### src/rtl/channel_start_scheduler_pkg.sv
// rtl/channel_start_scheduler_pkg.sv - shared types and constants for the channel start scheduler
//
// Purpose: scheduler FSM state encoding, default channel count, and the
//          command opcode the decoder uses when it drives the cfg_* port.
// Ports:   none (package).

package channel_start_scheduler_pkg;

  typedef enum logic [1:0] {
    S_IDLE = 2'd0,
    S_RUN  = 2'd1,
    S_WAIT = 2'd2,
    S_DONE = 2'd3
  } state_e;

  localparam int DEFAULT_OUTPUT_NUM = 16;

  // Decoder opcode that maps onto a cfg_we_i/cfg_sel_i/cfg_en_i/cfg_delay_i write.
  localparam logic [7:0] CMD_SCHED = 8'h5C;

endpackage

### src/rtl/channel_start_scheduler.sv
// rtl/channel_start_scheduler.sv - per-channel delayed start sequencer with batch done reporting
//
// Purpose: holds a per-channel enable bit and start delay. One trigger starts
//          a batch: every enabled channel receives a one-cycle start tick when
//          the batch counter equals its delay. Done ticks from fired channels
//          are collected, and one done tick is reported for the whole batch.
//          Abort stops the batch and pulses stop_o to every enabled channel.
// Ports:
//   clk_i, rst_i     clock, synchronous active-high reset
//   cfg_we_i         config write strobe (accepted only when idle and in range)
//   cfg_sel_i        channel index for the write
//   cfg_en_i         enable bit written to the selected channel
//   cfg_delay_i      start delay written to the selected channel
//   trigger_i        start-batch pulse (ignored unless idle)
//   abort_i          abort a running batch
//   ch_done_i        done ticks from the channels
//   start_tick_o     one-cycle start pulse per channel
//   stop_o           one-cycle stop pulse per channel on abort
//   busy_o           batch in progress (S_RUN or S_WAIT)
//   done_tick_o      one-cycle batch-complete pulse
//   cfg_err_tick_o   one-cycle pulse after a rejected config write

module channel_start_scheduler
  import channel_start_scheduler_pkg::*;
#(
  parameter int OUTPUT_NUM = DEFAULT_OUTPUT_NUM,
  parameter int SEL_BIT    = 4,
  parameter int DELAY_BIT  = 16
) (
  input  logic                  clk_i,
  input  logic                  rst_i,
  input  logic                  cfg_we_i,
  input  logic [SEL_BIT-1:0]    cfg_sel_i,
  input  logic                  cfg_en_i,
  input  logic [DELAY_BIT-1:0]  cfg_delay_i,
  input  logic                  trigger_i,
  input  logic                  abort_i,
  input  logic [OUTPUT_NUM-1:0] ch_done_i,
  output logic [OUTPUT_NUM-1:0] start_tick_o,
  output logic [OUTPUT_NUM-1:0] stop_o,
  output logic                  busy_o,
  output logic                  done_tick_o,
  output logic                  cfg_err_tick_o
);

  state_e                state_q, state_d;
  logic [OUTPUT_NUM-1:0] en_q, en_d;
  logic [OUTPUT_NUM-1:0] fired_q, fired_d;
  logic [OUTPUT_NUM-1:0] done_mask_q, done_mask_d;
  logic [DELAY_BIT-1:0]  delay_q [OUTPUT_NUM];
  logic [DELAY_BIT-1:0]  delay_d [OUTPUT_NUM];
  logic [DELAY_BIT-1:0]  count_q, count_d;
  logic                  done_tick_q, done_tick_d;
  logic                  cfg_err_q, cfg_err_d;

  logic [OUTPUT_NUM-1:0] hit;
  logic [OUTPUT_NUM-1:0] start_tick;
  logic [OUTPUT_NUM-1:0] fired_now;
  logic [OUTPUT_NUM-1:0] done_now;
  logic [31:0]           sel_ext;
  logic                  running;
  logic                  aborting;
  logic                  cfg_ok;

  assign sel_ext  = 32'(cfg_sel_i);
  assign running  = (state_q == S_RUN) || (state_q == S_WAIT);
  assign aborting = running && abort_i;
  assign cfg_ok   = (state_q == S_IDLE) && (sel_ext < 32'(OUTPUT_NUM));

  // Per-channel start compare against the shared batch counter.
  for (genvar k = 0; k < OUTPUT_NUM; k++) begin : g_cmp
    assign hit[k] = en_q[k] && (count_q == delay_q[k]);
  end

  // Abort suppresses any tick that would otherwise land in the same cycle.
  assign start_tick = (state_q == S_RUN && !abort_i) ? hit : '0;
  assign fired_now  = fired_q | start_tick;
  // Only channels that fired in an earlier cycle may contribute a done tick.
  assign done_now   = done_mask_q | (ch_done_i & fired_q);

  assign start_tick_o   = start_tick;
  assign stop_o         = aborting ? en_q : '0;
  assign busy_o         = running;
  assign done_tick_o    = done_tick_q;
  assign cfg_err_tick_o = cfg_err_q;

  // Channel table update.
  always_comb begin
    for (int k = 0; k < OUTPUT_NUM; k++) begin
      delay_d[k] = delay_q[k];
      en_d[k]    = en_q[k];
      if (cfg_we_i && cfg_ok && (sel_ext == 32'(k))) begin
        delay_d[k] = cfg_delay_i;
        en_d[k]    = cfg_en_i;
      end
    end
  end

  // Batch FSM next state.
  always_comb begin
    state_d     = state_q;
    count_d     = count_q;
    fired_d     = fired_q;
    done_mask_d = done_mask_q;
    done_tick_d = (state_q == S_DONE);
    cfg_err_d   = cfg_we_i && !cfg_ok;

    case (state_q)
      S_IDLE: begin
        if (trigger_i) begin
          if (en_q != '0) begin
            state_d     = S_RUN;
            count_d     = '0;
            fired_d     = '0;
            done_mask_d = '0;
          end else begin
            state_d = S_DONE;
          end
        end
      end
      S_RUN: begin
        count_d     = count_q + 1'b1;
        fired_d     = fired_now;
        done_mask_d = done_now;
        if (fired_now == en_q) state_d = S_WAIT;
      end
      S_WAIT: begin
        done_mask_d = done_now;
        if (done_now == en_q) state_d = S_DONE;
      end
      S_DONE: begin
        state_d = S_IDLE;
      end
      default: begin
        state_d = S_IDLE;
      end
    endcase

    if (aborting) state_d = S_IDLE;
  end

  always_ff @(posedge clk_i) begin
    if (rst_i) begin
      state_q     <= S_IDLE;
      en_q        <= '0;
      fired_q     <= '0;
      done_mask_q <= '0;
      count_q     <= '0;
      done_tick_q <= 1'b0;
      cfg_err_q   <= 1'b0;
      for (int k = 0; k < OUTPUT_NUM; k++) delay_q[k] <= '0;
    end else begin
      state_q     <= state_d;
      en_q        <= en_d;
      fired_q     <= fired_d;
      done_mask_q <= done_mask_d;
      count_q     <= count_d;
      done_tick_q <= done_tick_d;
      cfg_err_q   <= cfg_err_d;
      delay_q     <= delay_d;
    end
  end

endmodule

### config.mk
export PLATFORM = sky130hd
export DESIGN_NAME = channel_start_scheduler
export DESIGN_NICKNAME = d
export VERILOG_FILES = /design/src/rtl/channel_start_scheduler_pkg.sv /design/src/rtl/channel_start_scheduler.sv
export SDC_FILE = /design/constraint.sdc
export NUM_CORES = 1
export LEC_CHECK = 0
export ABC_AREA = 1
export BUFFER_PORTS_ARGS = -buffer_cell sky130_fd_sc_hd__clkbuf_2
export CORE_AREA = 2 2 267 269
export CTS_CLUSTER_DIAMETER = 50
export DETAILED_ROUTE_END_ITERATION = 6
export DIE_AREA = 0 0 269 271
export RECOVER_POWER = 100
export SYNTH_ARGS = -nofsm -noshare
export SYNTH_HDL_FRONTEND = slang
export SYNTH_SLANG_ARGS = --single-unit
### constraint.sdc
create_clock -name clk_i -period 2.36 [get_ports clk_i]
set_input_delay 0.472 -clock clk_i [delete_from_list [all_inputs] [get_ports clk_i]]
set_output_delay 0.472 -clock clk_i [all_outputs]
set_load 0.1 [all_outputs]
* After elaboration in Yosys (flattened, before gate mapping)
Cells that the tools add are included.
** Cells by class
- $lt $le $gt $ge :: 1
- Equality and inequality tests :: 40
- Bitwise gates (word level) :: 3
- Reduce and logical (&&, ||, !) cells :: 50
- Add/sub/neg operators :: 1
- Muxes and demuxes :: 12
** Operators by type and width (number)
- $eq 16x16->1 :: 18
- $pmux 16 s2 :: 3
- $mux 16 :: 4
- $logic_and 1x1->1 :: 37
- $eq 4x4->1 const B :: 8
- $logic_not 32->1 :: 1
- $or 16x16->16 :: 2
- $add 16x1->16 const B :: 1
- $and 16x16->16 :: 1
- $eq 4x3->1 const B :: 4
- $reduce_bool 16->1 :: 1
- $reduce_and 3->1 :: 3
- $eq 4x2->1 const B :: 2
- $mux 2 :: 4
- $pmux 2 s4 :: 1
- $ne 2x1->1 const B :: 3
- $lt 4x5->1 const B :: 1
- $eq 2x2->1 const B :: 2
- $eq 4x1->1 const B :: 1
- $reduce_bool 2->1 :: 2
- $reduce_or 2->1 :: 2
- $eq 2x1->1 const B :: 1
- $logic_not 1->1 :: 2
- $logic_not 2->1 :: 1
- other kinds (2) :: 2
** Storage, ports and cells
- Register bits after elaboration :: 324
- Logic and storage cells :: 145
- Input port bits :: 42
- Output and inout bits :: 35

* Logic depth before layout (Yosys ltp)
- Word-level depth :: 7
- Gate-level depth with buffers :: 20

* Worst setup path before layout
Ideal clock, no wire load.
- Path type :: register to output
- Start point :: register state_q[1]
- End point :: output start_tick_o[7]
- Setup slack :: -2.180 ns
- Required time :: 1.888 ns
- Buffers on the path :: 1
- Stages on the path, launching flop included :: 10
- Data arrival time :: 4.068 ns
- Cells stage by stage :: dfxtp_1 inv_1 ha_1 buf_4 nand2_4 nor2_1 nand2_1 nor3b_1 nand3_1 nor4_1
** Between the ends
- Longest elaborated chain between the ends :: 3
** Ends and longest elaborated chain
- from (decl) :: RTL line channel_start_scheduler.sv:46 : state_e state_q, state_d;
- from (signal assigned) :: RTL line channel_start_scheduler.sv:153 : state_q <= state_d;
- $eq 2x1->1 :: RTL line channel_start_scheduler.sv:76 : assign start_tick = (state_q == S_RUN && !abort_i) ? hit : '0;
- $logic_and 1x1->1 :: RTL line channel_start_scheduler.sv:76
- $mux 16 :: RTL line channel_start_scheduler.sv:76
- to (decl) :: RTL line channel_start_scheduler.sv:39 : output logic [OUTPUT_NUM-1:0] start_tick_o,
No other way between the ends.

* Worst setup path in the final report
- Start point :: register count_q[8]
- End point :: output start_tick_o[2]
** Between the ends
- Longest elaborated chain between the ends :: 3
** Ends and longest elaborated chain
- from (decl) :: RTL line channel_start_scheduler.sv:52 : logic [DELAY_BIT-1:0] count_q, count_d;
- from (signal assigned) :: RTL line channel_start_scheduler.sv:157 : count_q <= count_d;
- $eq 16x16->1 :: RTL line channel_start_scheduler.sv:72 : assign hit[k] = en_q[k] && (count_q == delay_q[k]);
- $logic_and 1x1->1 :: RTL line channel_start_scheduler.sv:72
- $mux 16 :: RTL line channel_start_scheduler.sv:76
No other way between the ends.

==> key figures <==
Logic synthesis
  – Asr flop ratio synth: 0%
  – Synth Area per Inst: 6.68 um2
  – Syn. warnings: 0
  – Synth cell types: 45
  – Flip-flop and latch count after synthesis: 324
  – Number of flops mapped to enable cells by yosys: 0
  – Synth Instances: 2590
  – Synthesized Nets: 2637
  – Mapped Area: 0.0173 mm2
  – Share of the yosys chip area belonging to registers: 37.5%
  – Primary FF master, synth: dfxtp_1

Pwr
  – Pwr/cell area: 678 mW/mm2
  – Cell Int Power: 11.0 mW
  – Reg power frac: 35.1%
  – Comb pwr share: 23.6%
  – Switch Pwr: 5.39 mW
  – Sw Ratio: 32.9%
  – VDD IR-drop max: 0.000529 V
  – Pwr Total: 16.4 mW
  – Leakage: 10.2 nW
  – Clock share of power: 41.3%

Clock tree
  – Root Buffer: clkbuf_16
  – TritonCTS Buffers: 42
  – Clock Latency Late Sink: 570 ps
  – Hold_buf cts: 0
  – Buffer depth of the longest clock path: 3
  – CTS tree: built
  – # H-tree levels: 2
  – Clock transition at path regs: 60 ps
  – CTS Sinks: 324

Floorplanning
  – Rows: 97
  – Initial Util: 24.8%
  – Core area: 0.0698 mm2
  – Die height: 271 um
  – Die footprint: 0.0729 mm2
  – Die width: 269 um
  – # IOs: 77

Timing
  – Final period util: 122%
  – Final Hold Fails: 0
  – Layout Skew: 28.7 ps
  – Tmin final: 2890 ps
  – Worst Setup Slack, final: -528 ps
  – Pins over their slew limit: 0
  – Fmax: 346 MHz
  – Relative slew slack: 42.8%
  – Slew of the pin with the lowest slew margin: 858 ps
  – RSZ-0062 raised after global routing: true
  – Endpoints failing setup: 54

Placement
  – Placed Area: 0.0212 mm2
  – IO buf count: 76
  – DP Worst Slack: -265 ps
  – Post-Place Cells: 3679
  – DP Wirelength: 49700 um
  – Gp weighted congestion: 0.906

Global route
  – Grt met1 use: 27.5%
  – Met3 usage: 2.95%
  – Met2 usage: 29.7%
  – Pin count of the biggest net entering global routing: 104
  – Gr ovfl total: 0
  – First-pass GRT wire length: 108000 um
  – Initial antenna violation count: 3
  – Most Crowded Layer GR: met2
  – GRT Resource Usage Total: 19.5%
  – Number of global-route vias before repair: 17100

Final layout
  – Synthesis-to-finish area growth: 39.5%
  – Filler cells: 7248
  – Register area: 0.00653 mm2
  – Multi-input logic area: 0.0106 mm2
  – Final Non-Filler Cells: 3808
  – Fin area: 0.0242 mm2
  – Layout cells sized above 1: 22.7%
  – Net count, final: 2882

Route
  – DRC viols: 0
  – Initial drt markers: 1859
  – Pre-antenna DRT Iters: 6
  – WL per Instance: 19.1 um
  – Via Count: 18500
  – Aggregate routed wire length: 72900 um
  – Antenna viol nets, final: 0
  – Detailed-route vias per instance: 4.86

Critical path
  – R2R cell count: 9
  – CP startpoint: count_q[8]$_SDFFE_PP0P_
  – CP Capture Type: output pin
  – Crit path required time: 1890 ps
  – Reg2Reg Setup Slack: -70 ps
  – Worst Path Class, Setup: flop to output pin
  – RR Endpoint: en_q[8]$_SDFFE_PP0P_
  – CP arrival: 2420 ps
  – Startpoint type of the worst setup path: flop
  – FF-to-FF Start: state_q[1]$_SDFFE_PP0P_
  – CP Capture Point: start_tick_o[2]
  – Max FO, Critical Path: 6

Outcome
  – Failing checks: negative setup slack
  – Status: complete, but fails checks

Min path
  – HP Start: cfg_we_i
  – Hold crit path type: input port to flop

Run
  – Max-Cap Viols: 0
## timing repair
action                                  in CTS  in global routing
gates resized for setup                    134                128
setup buffers                               38                 14
endpoints found under the setup margin      34                 69
pin swaps                                   54                 59
cloned                                       2                  2
## worst max-delay path, cell delays in order (launching register included)
cell	delay, ps
dfxtp_4	410
buf_12	180
buf_6	150
xnor2_4	130
nor4b_4	250
o2111ai_2	180
nor3_4	320
buf_12	220
## per-stage QoR
step	utilization [%]	hold WS, ps	setup TNS (ps)
detailed placement	30.4	453	-716
floorplan	-	441	-4100
CTS	33.8	148	-7710
finish	34.6	150	-11560
global placement	30.4	449	-671
global route	34.6	171	-34060
## worst min path at each step
stage,to,slack [ps],cells past startpoint
final,cfg_err_tick_o$_SDFF_PP0_,150,3
after floorplan,done_mask_q[0]$_SDFFE_PP0P_,440,2
after global placement,done_mask_q[13]$_SDFFE_PP0P_,450,2
after CTS,cfg_err_tick_o$_SDFF_PP0_,150,3
after global routing,cfg_err_tick_o$_SDFF_PP0_,170,3
after detailed placement,done_mask_q[1]$_SDFFE_PP0P_,450,2
## Yosys cell counts (all sizes together) (8+ instances only)
master	number	share of area, %
o2111ai	8	0.40
nor3	27	0.90
nand2	574	13
xnor2	101	5.1
dfxtp	324	37
nor2	389	8.5
nand4	37	1.3
clkbuf	101	2.2
nor4b	10	0.51
nand3b	8	0.35
nor4	19	0.72
a21o	15	0.65
nand3	153	4.4
nor3b	8	0.38
a21oi	249	7.2
xor2	63	3.2
inv	211	4.6
o21ai	222	6.4
buf	48	2.0
## state kept, by name, summed over array words and instances (netlist names)
register,flops
cfg_err_tick_o,1
count_q,16
delay_q,256
done_mask_q,16
done_tick_o,1
en_q,16
fired_q,16
state_q,2
## power by group through the flow
stage | registers [mW] | clock network (mW) | logic, mW
finish | 5.75 | 6.75 | 3.87
global route | 5.77 | 7.03 | 4.11
CTS | 5.75 | 6.80 | 3.78
detailed placement | 5.86 | 0 | 3.48
global placement | 5.86 | 0 | 3.49
floorplan | 5.88 | 0 | 2.14
## per-layer routing
layer / vias up / wire length [um]
met2: 783 / 31300
met4: 4 / 3300
met1: 8654 / 31600
li1: 8879 / -
met5: - / 27
met3: 173 / 6670
## layout by cell type, fill, tap and decap left out, drive strengths merged, types with 2 or more instances in the layout
cell	Yosys	routed
a21o	15	15
buf	48	297
o21ai	222	222
nand2	574	574
nor4	19	19
inv	211	212
nand3	153	153
dfxtp	324	324
o21bai	2	2
ha	5	5
a21oi	249	249
nor3	27	27
o2111ai	8	8
nand4	37	37
nor3b	8	8
nand3b	8	8
a2111oi	4	4
bufinv	0	4
clkbuf	101	106
xor2	63	63
clkinvlp	0	8
clkinv	3	12
or2	3	3
xnor2	101	101
nor2	389	389
nor4b	10	10
## cell type report
type                            count  share of cell area [%]
Multi-Input combinational cell   1903                    43.9
Sequential cell                   324                    27.0
Timing Repair Buffer              348                    14.5
Clock buffer                       56                    4.95
Tap cell                          940                    4.87
Inverter                          214                    3.57
Clock inverter                     20                    1.03
Timing Repair inverter              2                  0.0622
Antenna cell                        1                  0.0104
## cell families (layout without fill, tap and decap cells)
logic type / count (synthesis) / after routing / share of synthesized area [%]
AO/OA/AOI/OAI: 503 / 503 / 15.2
XOR/XNOR: 164 / 164 / 8.30
adder cells (fa/ha/maj): 5 / 5 / 0.361
buffers and inverters: 363 / 640 / 8.87
flip-flops: 324 / 324 / 37.5
other: 0 / 1 / 0
AND/OR/NAND/NOR: 1231 / 1231 / 29.9
No activity file was read; power rests on OpenSTA's default activity.
